File: src/rtl/ppu_hazard_controller_pkg.sv
// ppu_ctrl_pkg: shared definitions for the PPU hazard controller.
//   - bit positions inside the 22-bit ID control vector
//   - forwarding-select encodings
//   - sequencer FSM state encodings
//   - shadow-pipeline slot record
package ppu_ctrl_pkg;

  localparam int unsigned CTRL_W      = 22;
  localparam int unsigned CTRL_R31    = 20;
  localparam int unsigned CTRL_SRC_HI = 17;
  localparam int unsigned CTRL_SRC_LO = 15;
  localparam int unsigned CTRL_LOAD   = 9;
  localparam int unsigned CTRL_RFEN   = 8;
  localparam int unsigned CTRL_MEMRW  = 4;
  localparam int unsigned CTRL_MEMEN  = 2;

  // Operand source selects
  typedef enum logic [1:0] {
    FwdRf  = 2'b00,
    FwdEx  = 2'b01,
    FwdMem = 2'b10,
    FwdWb  = 2'b11
  } fwd_sel_e;

  typedef enum logic [1:0] {
    StFlush   = 2'b00,
    StRun     = 2'b01,
    StMemWait = 2'b10
  } state_e;

  // Destination record carried by the EX shadow slot
  typedef struct packed {
    logic [4:0] dest;
    logic       we;
    logic       load;
  } shadow_t;

endpackage

File: src/rtl/ppu_hazard_controller_if.sv
// ppu_hazard_controller_if: ID-stage control/register fields and the pipeline
// control outputs of the hazard controller.
//   master : pipeline side, drives id_ctrl/id_rs/id_rt/id_dest/mem_busy,
//            receives load enables, bubble, forwarding selects, status.
//   slave  : hazard controller side (directions reversed).
interface ppu_hazard_controller_if #(
  parameter int unsigned CNT_W = 16
);
  logic [21:0]      id_ctrl;
  logic [4:0]       id_rs;
  logic [4:0]       id_rt;
  logic [4:0]       id_dest;
  logic             mem_busy;
  logic             pc_le;
  logic             ifid_le;
  logic             id_nop;
  logic             idex_le;
  logic             exmem_le;
  logic             memwb_le;
  logic [1:0]       fwd_a_sel;
  logic [1:0]       fwd_b_sel;
  logic             mem_timeout;
  logic [CNT_W-1:0] stall_count;

  modport master (
    output id_ctrl, id_rs, id_rt, id_dest, mem_busy,
    input  pc_le, ifid_le, id_nop, idex_le, exmem_le, memwb_le,
    input  fwd_a_sel, fwd_b_sel, mem_timeout, stall_count
  );

  modport slave (
    input  id_ctrl, id_rs, id_rt, id_dest, mem_busy,
    output pc_le, ifid_le, id_nop, idex_le, exmem_le, memwb_le,
    output fwd_a_sel, fwd_b_sel, mem_timeout, stall_count
  );
endinterface

File: src/rtl/ppu_hazard_controller_forward_unit.sv
// ppu_forward_unit: priority comparator choosing the source of one ID operand.
//   i_en          : 0 forces the register-file select
//   i_src         : operand register number
//   i_ex_*        : EX shadow slot (loads are not forwardable from EX)
//   i_mem_*       : MEM shadow slot
//   i_wb_*        : WB shadow slot
//   o_sel         : youngest matching producer wins; $0 never matches
module ppu_forward_unit
  import ppu_ctrl_pkg::*;
(
  input  logic       i_en,
  input  logic [4:0] i_src,
  input  logic [4:0] i_ex_dest,
  input  logic       i_ex_we,
  input  logic       i_ex_load,
  input  logic [4:0] i_mem_dest,
  input  logic       i_mem_we,
  input  logic [4:0] i_wb_dest,
  input  logic       i_wb_we,
  output fwd_sel_e   o_sel
);
  logic w_ex_hit;
  logic w_mem_hit;
  logic w_wb_hit;

  assign w_ex_hit  = i_ex_we & ~i_ex_load & (i_ex_dest != 5'd0) & (i_ex_dest == i_src);
  assign w_mem_hit = i_mem_we & (i_mem_dest != 5'd0) & (i_mem_dest == i_src);
  assign w_wb_hit  = i_wb_we & (i_wb_dest != 5'd0) & (i_wb_dest == i_src);

  always_comb begin
    o_sel = FwdRf;
    if (!i_en) begin
      o_sel = FwdRf;
    end else if (w_ex_hit) begin
      o_sel = FwdEx;
    end else if (w_mem_hit) begin
      o_sel = FwdMem;
    end else if (w_wb_hit) begin
      o_sel = FwdWb;
    end
  end
endmodule

File: src/rtl/ppu_hazard_controller.sv
// ppu_hazard_controller: pipeline sequencer beside the PPU ID stage.
//   clk   : rising-edge clock
//   reset : asynchronous active-high reset, forces the drain (FLUSH) sequence
//   bus   : slave side of ppu_hazard_controller_if (ID fields in, pipeline
//           load enables / bubble / forwarding selects / status out)
// Keeps a shadow of the EX/MEM/WB destinations, stalls one cycle on load-use,
// freezes the pipe while data memory is busy and releases it via a watchdog.
module ppu_hazard_controller
  import ppu_ctrl_pkg::*;
#(
  parameter int unsigned FLUSH_CYCLES = 3,
  parameter int unsigned WAIT_TIMEOUT = 255,
  parameter int unsigned CNT_W        = 16
) (
  input logic                    clk,
  input logic                    reset,
  ppu_hazard_controller_if.slave bus
);
  localparam int unsigned FlushW = (FLUSH_CYCLES > 1) ? $clog2(FLUSH_CYCLES) : 1;
  localparam int unsigned WaitW  = $clog2(WAIT_TIMEOUT + 1);

  state_e           r_state;
  state_e           w_state_d;
  logic [FlushW-1:0] r_flush_cnt;
  logic [FlushW-1:0] w_flush_d;
  logic [WaitW-1:0] r_wait_cnt;
  logic [WaitW-1:0] w_wait_d;
  logic             r_timeout;
  logic [CNT_W-1:0] r_stall_cnt;

  shadow_t          r_ex;
  logic [4:0]       r_mem_dest;
  logic             r_mem_we;
  logic [4:0]       r_wb_dest;
  logic             r_wb_we;

  logic             w_id_we;
  logic             w_id_load;
  logic             w_rs_used;
  logic             w_rt_used;
  logic             w_load_use;
  logic             w_wait_hit;
  logic             w_fwd_en;
  shadow_t          w_id_slot;

  logic             w_pc_le;
  logic             w_ifid_le;
  logic             w_id_nop;
  logic             w_idex_le;
  logic             w_exmem_le;
  logic             w_memwb_le;
  fwd_sel_e         w_fwd_a;
  fwd_sel_e         w_fwd_b;

  // ID control-vector decode
  assign w_id_we   = bus.id_ctrl[CTRL_RFEN];
  assign w_id_load = bus.id_ctrl[CTRL_LOAD] & bus.id_ctrl[CTRL_MEMEN] & ~bus.id_ctrl[CTRL_MEMRW];
  assign w_rs_used = ~bus.id_ctrl[CTRL_R31];
  assign w_rt_used = (bus.id_ctrl[CTRL_SRC_HI:CTRL_SRC_LO] == 3'b000) |
                     (bus.id_ctrl[CTRL_MEMEN] & ~bus.id_ctrl[CTRL_LOAD]);

  logic w_unused_ctrl;
  assign w_unused_ctrl = ^{bus.id_ctrl[21], bus.id_ctrl[19:18], bus.id_ctrl[14:10],
                           bus.id_ctrl[7:5], bus.id_ctrl[3], bus.id_ctrl[1:0]};

  assign w_load_use = r_ex.load & r_ex.we & (r_ex.dest != 5'd0) &
                      ((w_rs_used & (r_ex.dest == bus.id_rs)) |
                       (w_rt_used & (r_ex.dest == bus.id_rt)));

  assign w_id_slot = '{dest: bus.id_dest, we: w_id_we, load: w_id_load};

  // FSM: state register
  always_ff @(posedge clk or posedge reset) begin
    if (reset) begin
      r_state     <= StFlush;
      r_flush_cnt <= '0;
      r_wait_cnt  <= '0;
    end else begin
      r_state     <= w_state_d;
      r_flush_cnt <= w_flush_d;
      r_wait_cnt  <= w_wait_d;
    end
  end

  // FSM: next state
  always_comb begin
    w_state_d  = r_state;
    w_flush_d  = r_flush_cnt;
    w_wait_d   = r_wait_cnt;
    w_wait_hit = 1'b0;
    case (r_state)
      StFlush: begin
        if (r_flush_cnt == FlushW'(FLUSH_CYCLES - 1)) begin
          w_state_d = StRun;
          w_flush_d = '0;
        end else begin
          w_flush_d = r_flush_cnt + FlushW'(1);
        end
      end
      StRun: begin
        if (bus.mem_busy) begin
          w_state_d = StMemWait;
          w_wait_d  = '0;
        end
      end
      StMemWait: begin
        if (!bus.mem_busy) begin
          w_state_d = StRun;
        end else if (r_wait_cnt == WaitW'(WAIT_TIMEOUT)) begin
          // Watchdog: let one cycle through even though memory still reports busy
          w_state_d  = StRun;
          w_wait_hit = 1'b1;
        end else begin
          w_wait_d = r_wait_cnt + WaitW'(1);
        end
      end
      default: w_state_d = StFlush;
    endcase
  end

  // FSM: outputs
  always_comb begin
    w_pc_le    = 1'b1;
    w_ifid_le  = 1'b1;
    w_id_nop   = 1'b0;
    w_idex_le  = 1'b1;
    w_exmem_le = 1'b1;
    w_memwb_le = 1'b1;
    case (r_state)
      StFlush: begin
        w_pc_le   = 1'b0;
        w_ifid_le = 1'b0;
        w_id_nop  = 1'b1;
      end
      StRun, StMemWait: begin
        if (bus.mem_busy && !w_wait_hit) begin
          w_pc_le    = 1'b0;
          w_ifid_le  = 1'b0;
          w_idex_le  = 1'b0;
          w_exmem_le = 1'b0;
          w_memwb_le = 1'b0;
        end else if (!bus.mem_busy && w_load_use) begin
          w_pc_le   = 1'b0;
          w_ifid_le = 1'b0;
          w_id_nop  = 1'b1;
        end
      end
      default: begin
        w_pc_le   = 1'b0;
        w_ifid_le = 1'b0;
        w_id_nop  = 1'b1;
      end
    endcase
  end

  // Shadow of destinations in flight, stepping with the real pipeline registers
  always_ff @(posedge clk or posedge reset) begin
    if (reset) begin
      r_ex       <= '0;
      r_mem_dest <= '0;
      r_mem_we   <= 1'b0;
      r_wb_dest  <= '0;
      r_wb_we    <= 1'b0;
    end else begin
      if (w_idex_le) begin
        r_ex <= w_id_nop ? '0 : w_id_slot;
      end
      if (w_exmem_le) begin
        r_mem_dest <= r_ex.dest;
        r_mem_we   <= r_ex.we;
      end
      if (w_memwb_le) begin
        r_wb_dest <= r_mem_dest;
        r_wb_we   <= r_mem_we;
      end
    end
  end

  always_ff @(posedge clk or posedge reset) begin
    if (reset) begin
      r_timeout   <= 1'b0;
      r_stall_cnt <= '0;
    end else begin
      if (w_wait_hit) begin
        r_timeout <= 1'b1;
      end
      if ((r_state != StFlush) && !w_pc_le && (r_stall_cnt != '1)) begin
        r_stall_cnt <= r_stall_cnt + CNT_W'(1);
      end
    end
  end

  assign w_fwd_en = (r_state != StFlush);

  ppu_forward_unit u_fwd_a (
    .i_en       (w_fwd_en),
    .i_src      (bus.id_rs),
    .i_ex_dest  (r_ex.dest),
    .i_ex_we    (r_ex.we),
    .i_ex_load  (r_ex.load),
    .i_mem_dest (r_mem_dest),
    .i_mem_we   (r_mem_we),
    .i_wb_dest  (r_wb_dest),
    .i_wb_we    (r_wb_we),
    .o_sel      (w_fwd_a)
  );

  ppu_forward_unit u_fwd_b (
    .i_en       (w_fwd_en),
    .i_src      (bus.id_rt),
    .i_ex_dest  (r_ex.dest),
    .i_ex_we    (r_ex.we),
    .i_ex_load  (r_ex.load),
    .i_mem_dest (r_mem_dest),
    .i_mem_we   (r_mem_we),
    .i_wb_dest  (r_wb_dest),
    .i_wb_we    (r_wb_we),
    .o_sel      (w_fwd_b)
  );

  assign bus.pc_le       = w_pc_le;
  assign bus.ifid_le     = w_ifid_le;
  assign bus.id_nop      = w_id_nop;
  assign bus.idex_le     = w_idex_le;
  assign bus.exmem_le    = w_exmem_le;
  assign bus.memwb_le    = w_memwb_le;
  assign bus.fwd_a_sel   = w_fwd_a;
  assign bus.fwd_b_sel   = w_fwd_b;
  assign bus.mem_timeout = r_timeout;
  assign bus.stall_count = r_stall_cnt;
endmodule

File: src/flat_wrapper.sv
// flat-port wrapper written by rule: the top's interface ports become plain ports
module ppu_hazard_controller_flat import ppu_ctrl_pkg::*;
#(
  parameter int unsigned FLUSH_CYCLES = 3,
  parameter int unsigned WAIT_TIMEOUT = 255,
  parameter int unsigned CNT_W        = 16
)
  (clk, reset, bus_id_ctrl, bus_id_rs, bus_id_rt, bus_id_dest, bus_mem_busy, bus_pc_le, bus_ifid_le, bus_id_nop, bus_idex_le, bus_exmem_le, bus_memwb_le, bus_fwd_a_sel, bus_fwd_b_sel, bus_mem_timeout, bus_stall_count);
  ppu_hazard_controller_if #(.CNT_W(CNT_W)) bus_i ();
  input logic clk;
  input logic reset;
  input wire logic [$bits(bus_i.id_ctrl)-1:0] bus_id_ctrl;
  input wire logic [$bits(bus_i.id_rs)-1:0] bus_id_rs;
  input wire logic [$bits(bus_i.id_rt)-1:0] bus_id_rt;
  input wire logic [$bits(bus_i.id_dest)-1:0] bus_id_dest;
  input wire logic [$bits(bus_i.mem_busy)-1:0] bus_mem_busy;
  output wire logic [$bits(bus_i.pc_le)-1:0] bus_pc_le;
  output wire logic [$bits(bus_i.ifid_le)-1:0] bus_ifid_le;
  output wire logic [$bits(bus_i.id_nop)-1:0] bus_id_nop;
  output wire logic [$bits(bus_i.idex_le)-1:0] bus_idex_le;
  output wire logic [$bits(bus_i.exmem_le)-1:0] bus_exmem_le;
  output wire logic [$bits(bus_i.memwb_le)-1:0] bus_memwb_le;
  output wire logic [$bits(bus_i.fwd_a_sel)-1:0] bus_fwd_a_sel;
  output wire logic [$bits(bus_i.fwd_b_sel)-1:0] bus_fwd_b_sel;
  output wire logic [$bits(bus_i.mem_timeout)-1:0] bus_mem_timeout;
  output wire logic [$bits(bus_i.stall_count)-1:0] bus_stall_count;
  assign bus_i.id_ctrl = bus_id_ctrl;
  assign bus_i.id_rs = bus_id_rs;
  assign bus_i.id_rt = bus_id_rt;
  assign bus_i.id_dest = bus_id_dest;
  assign bus_i.mem_busy = bus_mem_busy;
  assign bus_pc_le = bus_i.pc_le;
  assign bus_ifid_le = bus_i.ifid_le;
  assign bus_id_nop = bus_i.id_nop;
  assign bus_idex_le = bus_i.idex_le;
  assign bus_exmem_le = bus_i.exmem_le;
  assign bus_memwb_le = bus_i.memwb_le;
  assign bus_fwd_a_sel = bus_i.fwd_a_sel;
  assign bus_fwd_b_sel = bus_i.fwd_b_sel;
  assign bus_mem_timeout = bus_i.mem_timeout;
  assign bus_stall_count = bus_i.stall_count;
  ppu_hazard_controller #(.FLUSH_CYCLES(FLUSH_CYCLES), .WAIT_TIMEOUT(WAIT_TIMEOUT), .CNT_W(CNT_W)) u_core (.clk(clk), .reset(reset), .bus(bus_i));
endmodule
File: config.mk
export PLATFORM = sky130hd
export DESIGN_NAME = ppu_hazard_controller_flat
export DESIGN_NICKNAME = d
export VERILOG_FILES = /design/src/rtl/ppu_hazard_controller_pkg.sv /design/src/rtl/ppu_hazard_controller_if.sv /design/src/rtl/ppu_hazard_controller_forward_unit.sv /design/src/rtl/ppu_hazard_controller.sv /design/src/flat_wrapper.sv
export SDC_FILE = /design/constraint.sdc
export NUM_CORES = 1
export LEC_CHECK = 0
export ABC_CLOCK_PERIOD_IN_PS = 2100
export BUFFER_PORTS_ARGS = -buffer_cell sky130_fd_sc_hd__buf_2
export CAP_MARGIN = 20
export CORE_UTILIZATION = 35
export DETAILED_ROUTE_END_ITERATION = 10
export SYNTH_ARGS = -nofsm -noshare
export SYNTH_HDL_FRONTEND = slang
export SYNTH_HIERARCHICAL = 1
export SYNTH_SLANG_ARGS = --single-unit
File: constraint.sdc
create_clock -name clk -period 2.1 [get_ports clk]
set_clock_uncertainty 0.2 [all_clocks]
set_input_delay 0.21 -clock clk [delete_from_list [all_inputs] [get_ports clk]]
set_output_delay 0.21 -clock clk [all_outputs]
set_load 0.005 [all_outputs]
==> results of run 1 <==
-- cell families after synthesis --
group,Yosys count,share of synthesized area [%]
simple gates,100,17.58
buf+inv,14,2.486
compound gates,47,13.56
xor+xnor,51,15.57
fa+ha+maj,5,2.181
flops,48,41.87
mux,17,6.759
-- layout make-up --
cell class	instances	area [um^2]	share of cell area, %
Clock buffer	5	68.82	1.653
Inverter	7	26.28	0.6312
Timing Repair Buffer	122	878.3	21.10
Multi-Input combinational cell	220	1834	44.06
Clock inverter	3	18.77	0.4509
Sequential cell	48	1209	29.04
Tap cell	102	127.6	3.066
-- how the worst max path moves through the flow --
stage / from / end / cells past startpoint
finish: u_core/r_ex[4] / bus_fwd_a_sel[1] / 7
detailed placement: u_core/r_ex[4] / u_core/bus.stall_count[6] / 7
global placement: u_core/r_ex[4] / u_core/bus.stall_count[6] / 8
CTS: u_core/r_ex[4] / bus_id_nop / 5
global route: u_core/r_ex[4] / bus_fwd_a_sel[0] / 7
floorplan: u_core/r_ex[4] / u_core/bus.stall_count[1] / 6
-- state kept, by name (all words and copies together) (netlist names) --
name and count:
u_core/r_wait_cnt 8, u_core/r_state 2, u_core/r_mem_we 1, u_core/r_wb_dest 5, u_core/r_flush_cnt 2, u_core/r_mem_dest 5
u_core/bus.stall_count 16, u_core/bus.mem_timeout 1, u_core/r_ex 7, u_core/r_wb_we 1
-- per-layer routing --
layer | routed length [um] | track usage [%] | vias to the layer above | part of all wire, %
met5 | 0 | 0 | - | 0
met4 | 194 | 7.161 | 0 | 2.5
met3 | 359 | 3.202 | 20 | 4.7
met2 | 3589 | 29.81 | 79 | 47
met1 | 3556 | 24.29 | 1249 | 46
li1 | - | - | 1256 | -
-- worst register-to-register path, cell delays in order, from the launching register on --
cell	delay [ps]
dfrtp_1	440
xnor2_1	180
nand4_1	90
o32a_1	400
o211ai_4	210
buf_6	180
nand4_1	100
mux2_1	320
-- layout by cell type, fill, tap and decap left out, types with 3 or more instances in the layout --
| cell | Yosys | layout |
|---|---|---|
| o41ai_2 | 4 | 3 |
| mux2_2 | 13 | 13 |
| and3_1 | 3 | 3 |
| buf_6 | 1 | 14 |
| clkbuf_8 | 0 | 5 |
| o21ai_0 | 9 | 7 |
| xnor2_1 | 38 | 36 |
| buf_4 | 3 | 48 |
| o211ai_1 | 3 | 3 |
| nand3_1 | 18 | 10 |
| nor2_1 | 18 | 17 |
| nor3_1 | 7 | 5 |
| ha_1 | 5 | 3 |
| xor2_1 | 13 | 11 |
| nand3_2 | 0 | 6 |
| nand2_1 | 25 | 24 |
| nand4_1 | 8 | 8 |
| buf_2 | 0 | 49 |
| a21oi_1 | 5 | 4 |
| dfrtp_1 | 48 | 42 |
| inv_2 | 1 | 6 |
| a22o_1 | 6 | 6 |
| dlygate4sd3_1 | 0 | 10 |
| dfrtp_2 | 0 | 6 |
-- per-stage QoR --
| stage | hold WS, ps | worst slack (ps) | TNS [ps] |
|---|---|---|---|
| 4_1_cts | 81.60 | -160.5 | -2645 |
| 6_report | 91.90 | -162.0 | -1498 |
| 3_5_place_dp | 58.23 | -106.5 | -1549 |
| 5_1_grt | 112.6 | -267.3 | -3573 |
| 3_3_place_gp | 49.82 | -94.48 | -1319 |
| 2_1_floorplan | 105.7 | 5.130 | 0 |
-- power by group through the flow --
stage | clock network, uW | registers, uW | logic [uW]
2_1_floorplan | 0 | 1480 | 1360
3_5_place_dp | 0 | 1500 | 2130
5_1_grt | 609 | 1540 | 3130
4_1_cts | 572 | 1480 | 2510
6_report | 549 | 1500 | 2900
3_3_place_gp | 0 | 1490 | 2100
-- timing repair --
action / in CTS / in global routing
hold buffers: 10 / 0
setup endpoints to repair: 29 / 34
buffers inserted: 14 / 7
resized for setup: 33 / 32
hold endpoints to repair: 26 / 0
gates cloned: 0 / 1
pin swaps: 17 / 18
==> results.toml, run 1 <==
[outcome]
status = "finished with violations"
violations = "setup timing"

[finish]
layout-drive-gt1-share_pct = 46.42
synthToLayoutAreaGrowth_pct = 45.09
fin_cells = 507
n_fill_cell = 728
final_area_mm2 = 0.004163
final_nets = 449
post-route-util_pct = 53.05
diodes = 0

[grt]
overflow = 0
antenna_found_initial = 0
grt_use_total_pct = 18.37
grt_pass1_vias = 2547
grt_pass1_wl_um = 12380
grt_start_max_net_pins = 22

[worst_hold_path]
hold_start = "bus_mem_busy"
min_to = "u_core/bus.mem_timeout"
hold_path_class = "primary input to flip-flop"
whs_path_depth = 2

[cts]
numCtsBuffers = 5
clock_latency_ps = 300
cts_tree = "yes"
clockBufferDepth = 2
htreeDepth = 2
cts_sinks = 48
cts-root-buf = "clkbuf_8"
clkSlewWorstSetupHoldPaths_ps = 90

[detailed_routing]
wire_per_inst_um = 15.19
routed_via_density = 5.136
drc = 0
finalWirelength_um = 7700
vias = 2604
dr.pass1.iters = 4
drt_iter0_markers = 79
antenna_left = 0

[placement]
port_buffers = 52
dp_cells = 468
place_area_mm2 = 0.003525
hpwl_um = 5352
gp_congestion = 0.8363

[yosys]
syn_area_mm2 = 0.002869
synthArstFlopShare_pct = 100.0
syn_inst = 282
synth_edf_count = 0
synth_ff_type = "dfrtp_1"
yosysMostFrequentCell = "dfrtp_1"
synth_top_area_share_pct = 41.87
yosysTopAreaCell = "dfrtp_1"
syn_area_per_cell_um2 = 10.17
ys_seq_area_share_pct = 41.87
synth_area_leaders = "dfrtp_1, xnor2_1, mux2_2"
synth-seq-cells = 48
ys_warn_count = 6
syn_nets = 327
ys_top_cells_by_count = "dfrtp_1, xnor2_1, nand2_1"
synth_cell_types = 48

[power_and_ir_drop]
p_sw_share_pct = 39.47
leakage_uw = 0.001875
totalPowerFinal_uw = 4948
ir_worst_vdd_mv = 0.7534
p_int_uw = 2995
seqPwrFrac_pct = 30.4
pwr-share-comb_pct = 58.5
pwr_density_cell_mw_per_mm2 = 1189
p_clk_share_pct = 11.1
p_switching_uw = 1953

[sta]
fin_ws_ps = -162.0
post-route-period-util_pct = 107.7
slew_headroom_pct = 67.87
tightest_slew_ps = 481.2
slew_viol_final = 0
hold_viol_final = 0
rsz0062_at_grt = "yes"
setup_violations = 22
fmax_mhz = 442.1
min_period_ps = 2262

[worst_setup_path]
max_stage_delay_ps = 440
critPathBufInv = 3
critPathCaptureType = "output port"
path_delay_family = "buffers and inverters"
crit_slowest_cell = "dfrtp_1"
start_kind = "flip-flop"
cp_max_fo = 6
cp.required_ps = 1690
regToRegEndpoint = "u_core/bus.stall_count[14]"
crit_chain = "buf_6, xor2_2, nor4b_2, buf_4, o211ai_1, o211a_1, buf_2"
reg2reg_from = "u_core/r_ex[4]"
rrSetupSlack_ps = -120
worstPathArrival_ps = 1850
ff2ff_path_depth = 7
critical_path_class = "flip-flop to output port"

[die]
fp-row-count = 32
die_h_um = 92.54
die_w_um = 92.54
initial_core_util_pct = 36.56
ios = 67
dieArea_mm2 = 0.008564
coreArea_mm2 = 0.007848

[job]
cap_violations = 0
No activity file was read; power rests on OpenSTA's default activity.
==> run 2, diff against run 1 <==
--- a/config.mk
+++ b/config.mk
@@ -5,7 +5,7 @@
 export SDC_FILE = /design/constraint.sdc
 export NUM_CORES = 1
 export LEC_CHECK = 0
-export ABC_CLOCK_PERIOD_IN_PS = 2100
+export ABC_CLOCK_PERIOD_IN_PS = 2200
 export BUFFER_PORTS_ARGS = -buffer_cell sky130_fd_sc_hd__buf_2
 export CAP_MARGIN = 20
 export CORE_UTILIZATION = 35
==> constraint.sdc (replaced) <==
create_clock -name clk -period 2.2 [get_ports clk]
set_clock_uncertainty 0.2 [all_clocks]
set_input_delay 0.22 -clock clk [delete_from_list [all_inputs] [get_ports clk]]
set_output_delay 0.22 -clock clk [all_outputs]
set_load 0.005 [all_outputs]
==> results.toml, run 2 (synthesized netlist as in run 1, its figures left out) <==
[finish]
final_area_mm2 = 0.004148
diodes = 0
post-route-util_pct = 52.85
largest_reg_flops = 16
final_cell_mix = "buf_2, dfrtp_1, buf_4"
final_common_cell = "buf_2"
synthToLayoutAreaGrowth_pct = 44.57
final_nets = 435
layout-drive-gt1-share_pct = 43.73

[worst_setup_path]
critPathCaptureType = "output port"
ff2ff_path_depth = 7
reg2reg_from = "u_core/r_ex[5]"
cp.required_ps = 1780
start_kind = "flip-flop"
cp_max_fo = 4
worstPathArrival_ps = 1910
critical_path_class = "flip-flop to output port"
crit_path_end = "bus_ifid_le"
startpoint = "u_core/r_ex[4]"
regToRegEndpoint = "u_core/bus.stall_count[14]"
rrSetupSlack_ps = -120

[grt]
grt_use_total_pct = 17.79
grt_pass1_wl_um = 11920
grt-busiest-layer = "met2"
grtUsageMet3_pct = 2.463
grt_start_max_net_pins = 26
antenna_found_initial = 0
grt_pass1_vias = 2444
use_met1_pct = 23.52
met2_usage_pct = 30.37
overflow = 0

[detailed_routing]
dr.pass1.iters = 5
wire_per_inst_um = 15.55
vias = 2544
antenna_left = 0
drc = 0
drt_iter0_markers = 136
routed_via_density = 5.160
finalWirelength_um = 7664

[cts]
numCtsBuffers = 5
cts_tree = "yes"
clock_latency_ps = 300
cts-root-buf = "clkbuf_8"
cts_sinks = 48
clkSlewWorstSetupHoldPaths_ps = 90
htreeDepth = 2
clockBufferDepth = 2

[sta]
slew_headroom_pct = 63.87
fin_ws_ps = -132.8
hold_slack_ps = 72.26
post-route-period-util_pct = 106.0
rsz0062_at_grt = "yes"
fmax_mhz = 428.7
slew_viol_final = 0
tightest_slew_ps = 541.1
min_period_ps = 2333
hold_viol_final = 0
setup_violations = 24

[power_and_ir_drop]
pwr_density_cell_mw_per_mm2 = 1200
seqPwrFrac_pct = 28.7
p_switching_uw = 1870
pwr-share-comb_pct = 54.0
p_sw_share_pct = 37.56
leakage_uw = 0.001845
p_clk_share_pct = 17.3
ir_worst_vdd_mv = 0.5772
p_int_uw = 3109

[placement]
hpwl_um = 5431
dp_slack_ps = -67.98
place_area_mm2 = 0.003476
gp_congestion = 0.8635
port_buffers = 52

[worst_hold_path]
hold_path_class = "primary input to flip-flop"

[job]
cap_violations = 0

[die]
fp-row-count = 32
coreArea_mm2 = 0.007848
die_w_um = 92.54
ios = 67
initial_core_util_pct = 36.56
die_h_um = 92.54
dieArea_mm2 = 0.008564

[outcome]
violations = "setup timing"
status = "finished with violations"
-- run 2: worst min path at each step --
stage / from / end / slack (ps) / cells after the start
after floorplan: bus_id_ctrl[4] / u_core/r_ex[0] / 120 / 1
after global placement: reset / u_core/r_wait_cnt[4] / 100 / 2
after detailed placement: reset / u_core/r_wait_cnt[4] / 100 / 2
after CTS: bus_mem_busy / u_core/bus.mem_timeout / 60 / 2
after global routing: bus_mem_busy / u_core/bus.mem_timeout / 70 / 2
final: bus_mem_busy / u_core/bus.mem_timeout / 70 / 2
-- run 2: power groups by stage --
| stage | Clock [uW] | Combinational [uW] | Sequential [uW] |
|---|---|---|---|
| 2_1_floorplan | 0 | 1270 | 1410 |
| 3_3_place_gp | 0 | 1940 | 1410 |
| 3_5_place_dp | 0 | 1970 | 1420 |
| 4_1_cts | 894 | 2160 | 1410 |
| 5_1_grt | 917 | 2890 | 1460 |
| 6_report | 862 | 2690 | 1430 |
-- run 2: per-layer routing --
layer,wire [um],vias to the layer above
li1,-,1228
met1,3371,1230
met2,3890,76
met3,324,10
met4,78,0
met5,0,-
-- run 2: stage by stage --
| step | total power (uW) | setup TNS, ps | std cells |
|---|---|---|---|
| floorplan | 2674 | 0 | 282 |
| global placement | 3355 | -147.4 | 462 |
| detailed placement | 3393 | -555.4 | 462 |
| CTS | 4468 | -374.4 | 482 |
| global route | 5275 | -3689 | 493 |
| finish | 4979 | -1082 | 493 |
-- run 2: repair_timing --
item,in CTS,in global routing
cloned,0,1
setup buffers,2,11
pin swaps,5,26
endpoints found under the setup margin,22,32
endpoints found under the hold margin,30,0
hold buffers,10,0
gates resized for setup,16,46
-- run 2: cell type report --
type | instances | area (um^2)
well taps | 102 | 127.6
clock inverters | 3 | 90.09
inverters | 7 | 28.78
fillers | 720 | 3700
multi-input cells | 220 | 1856
repair buffers | 108 | 769.5
flip-flops and latches | 48 | 1207
clock buffers | 5 | 68.82
-- run 2: worst max-delay path: stages, from the launching register on --
cell and delay [ps]:
dfrtp_1 440, buf_4 150, or4_4 540, o21ai_4 170, o211ai_4 110, inv_2 100, buf_2 120
==> run 3, diff against run 2 <==
--- a/config.mk
+++ b/config.mk
@@ -8,8 +8,11 @@
 export ABC_CLOCK_PERIOD_IN_PS = 2200
 export BUFFER_PORTS_ARGS = -buffer_cell sky130_fd_sc_hd__buf_2
 export CAP_MARGIN = 20
+export CELL_PAD_IN_SITES_DETAIL_PLACEMENT = 1
+export CELL_PAD_IN_SITES_GLOBAL_PLACEMENT = 1
 export CORE_UTILIZATION = 35
 export DETAILED_ROUTE_END_ITERATION = 10
+export PLACE_DENSITY_LB_ADDON = 0.1
 export SYNTH_ARGS = -nofsm -noshare
 export SYNTH_HDL_FRONTEND = slang
 export SYNTH_HIERARCHICAL = 1
==> results.toml, run 3 (synthesized netlist as in run 1, its figures left out) <==
[placement]
port_buffers = 52
gp_congestion = 0.7903
hpwl_um = 5903

[sta]
rsz0062_at_grt = "yes"
hold_slack_ps = 81.47
slew_headroom_pct = 56.83
slew_viol_final = 0
tightest_slew_ps = 647.6
fmax_mhz = 429.7
min_period_ps = 2327
hold_viol_final = 0
setup_violations = 13
fin_ws_ps = -127.0
setup_tns_ps = -757.9
post-route-period-util_pct = 105.8

[cts]
htreeDepth = 2
clock_latency_ps = 310
clockBufferDepth = 2
cts-root-buf = "clkbuf_8"
cts_tree = "yes"
cts_sinks = 48
clkSlewWorstSetupHoldPaths_ps = 100
numCtsBuffers = 5

[outcome]
violations = "setup timing"
status = "finished with violations"

[detailed_routing]
dr.pass1.iters = 4
antenna_left = 0
routed_via_density = 5.231
drt_iter0_markers = 73
drc = 0
finalWirelength_um = 8465
vias = 2579
wire_per_inst_um = 17.17

[job]
cap_violations = 0

[worst_setup_path]
start_kind = "flip-flop"
worstPathArrival_ps = 1910
cp.required_ps = 1780
cp_max_fo = 6
critical_path_class = "flip-flop to output port"
critPathCaptureType = "output port"

[finish]
largest_reg_flops = 16
n_fill_cell = 911
diodes = 0
ff_latch_area_mm2 = 0.001207
final_nets = 435
multi_input_area_mm2 = 0.001792
layout-drive-gt1-share_pct = 42.20
final_cell_mix = "buf_2, dfrtp_1, buf_4"
synthToLayoutAreaGrowth_pct = 39.03
final_common_cell = "buf_2"

[die]
ios = 67
fp-row-count = 32
die_h_um = 92.54
dieArea_mm2 = 0.008564
coreArea_mm2 = 0.007848
die_w_um = 92.54
initial_core_util_pct = 36.56

[power_and_ir_drop]
leakage_uw = 0.001790
ir_worst_vdd_mv = 0.4957
pwr_density_cell_mw_per_mm2 = 1152
totalPowerFinal_uw = 4596

[grt]
grt_pass1_wl_um = 13630
grt_pass1_vias = 2619
grt_use_total_pct = 20.35
overflow = 0
grt_start_max_net_pins = 49
antenna_found_initial = 0

[worst_hold_path]
hold_path_class = "primary input to flip-flop"
==> run 3: path summary, 6_finish.rpt <==
path                                               to  slack (ps)  cells past startpoint              startpoint
max in group asynchronous        u_core/r_mem_dest[2]         910                      4                   reset
setup / recovery                     bus_fwd_a_sel[1]        -130                      6          u_core/r_ex[4]
hold reg to reg                u_core/bus.mem_timeout         280                      1  u_core/bus.mem_timeout
min in group asynchronous   u_core/bus.stall_count[5]         410                      4                   reset
setup reg to reg           u_core/bus.stall_count[12]         -70                      7          u_core/r_ex[5]
hold / removal                 u_core/bus.mem_timeout          80                      2            bus_mem_busy
==> run 3: critical path, cell delays in order, from the launching register on <==
cell,delay [ps]
dfrtp_2,470
buf_6,160
xor2_4,160
nor4b_4,340
o211ai_1,180
o211a_1,160
buf_2,120
==> run 3: layout make-up <==
| cell class | instances | share of cell area (%) |
|---|---|---|
| well taps | 102 | 3.199 |
| clock buffers | 6 | 2.070 |
| clock inverters | 2 | 0.3450 |
| multi-input cells | 220 | 44.92 |
| repair buffers | 108 | 18.48 |
| flip-flops and latches | 48 | 30.27 |
| inverters | 7 | 0.7215 |
==> run 3: stage by stage <==
step | util, % | area [um^2] | setup slack [ps] | std cells
after CTS | 48.60 | 3814 | -96.04 | 488
final | 50.83 | 3989 | -127.0 | 493
after detailed placement | 44.32 | 3478 | -72.12 | 464
after global routing | 50.83 | 3989 | -185.7 | 493
after floorplan | - | 2873 | 36.15 | 282
after global placement | 44.32 | 3478 | -63.93 | 464
==> run 3: timing repair <==
action / in CTS / in global routing
buffers inserted: 7 / 6
endpoints found under the hold margin: 55 / 0
hold buffers: 10 / 0
resized for setup: 25 / 24
endpoints found under the setup margin: 30 / 29
gates cloned: 0 / 0
pin swaps: 11 / 14
==> run 3: power by group <==
part / leakage (uW) / switching (uW) / total [uW] / internal [uW]
logic: 0.00111 / 1230 / 2580 / 1350
registers: 0.000628 / 302 / 1430 / 1130
clock network: 0.0000516 / 328 / 586 / 258
==> run 3: layer usage <==
| metal | vias to the layer above | GRT usage (%) | part of all wire [%] |
|---|---|---|---|
| met5 | - | 0 | 0 |
| met4 | 0 | 4.297 | 1.4 |
| met3 | 11 | 2.791 | 2.4 |
| met2 | 45 | 33.95 | 49 |
| met1 | 1291 | 28.05 | 47 |
| li1 | 1232 | - | - |
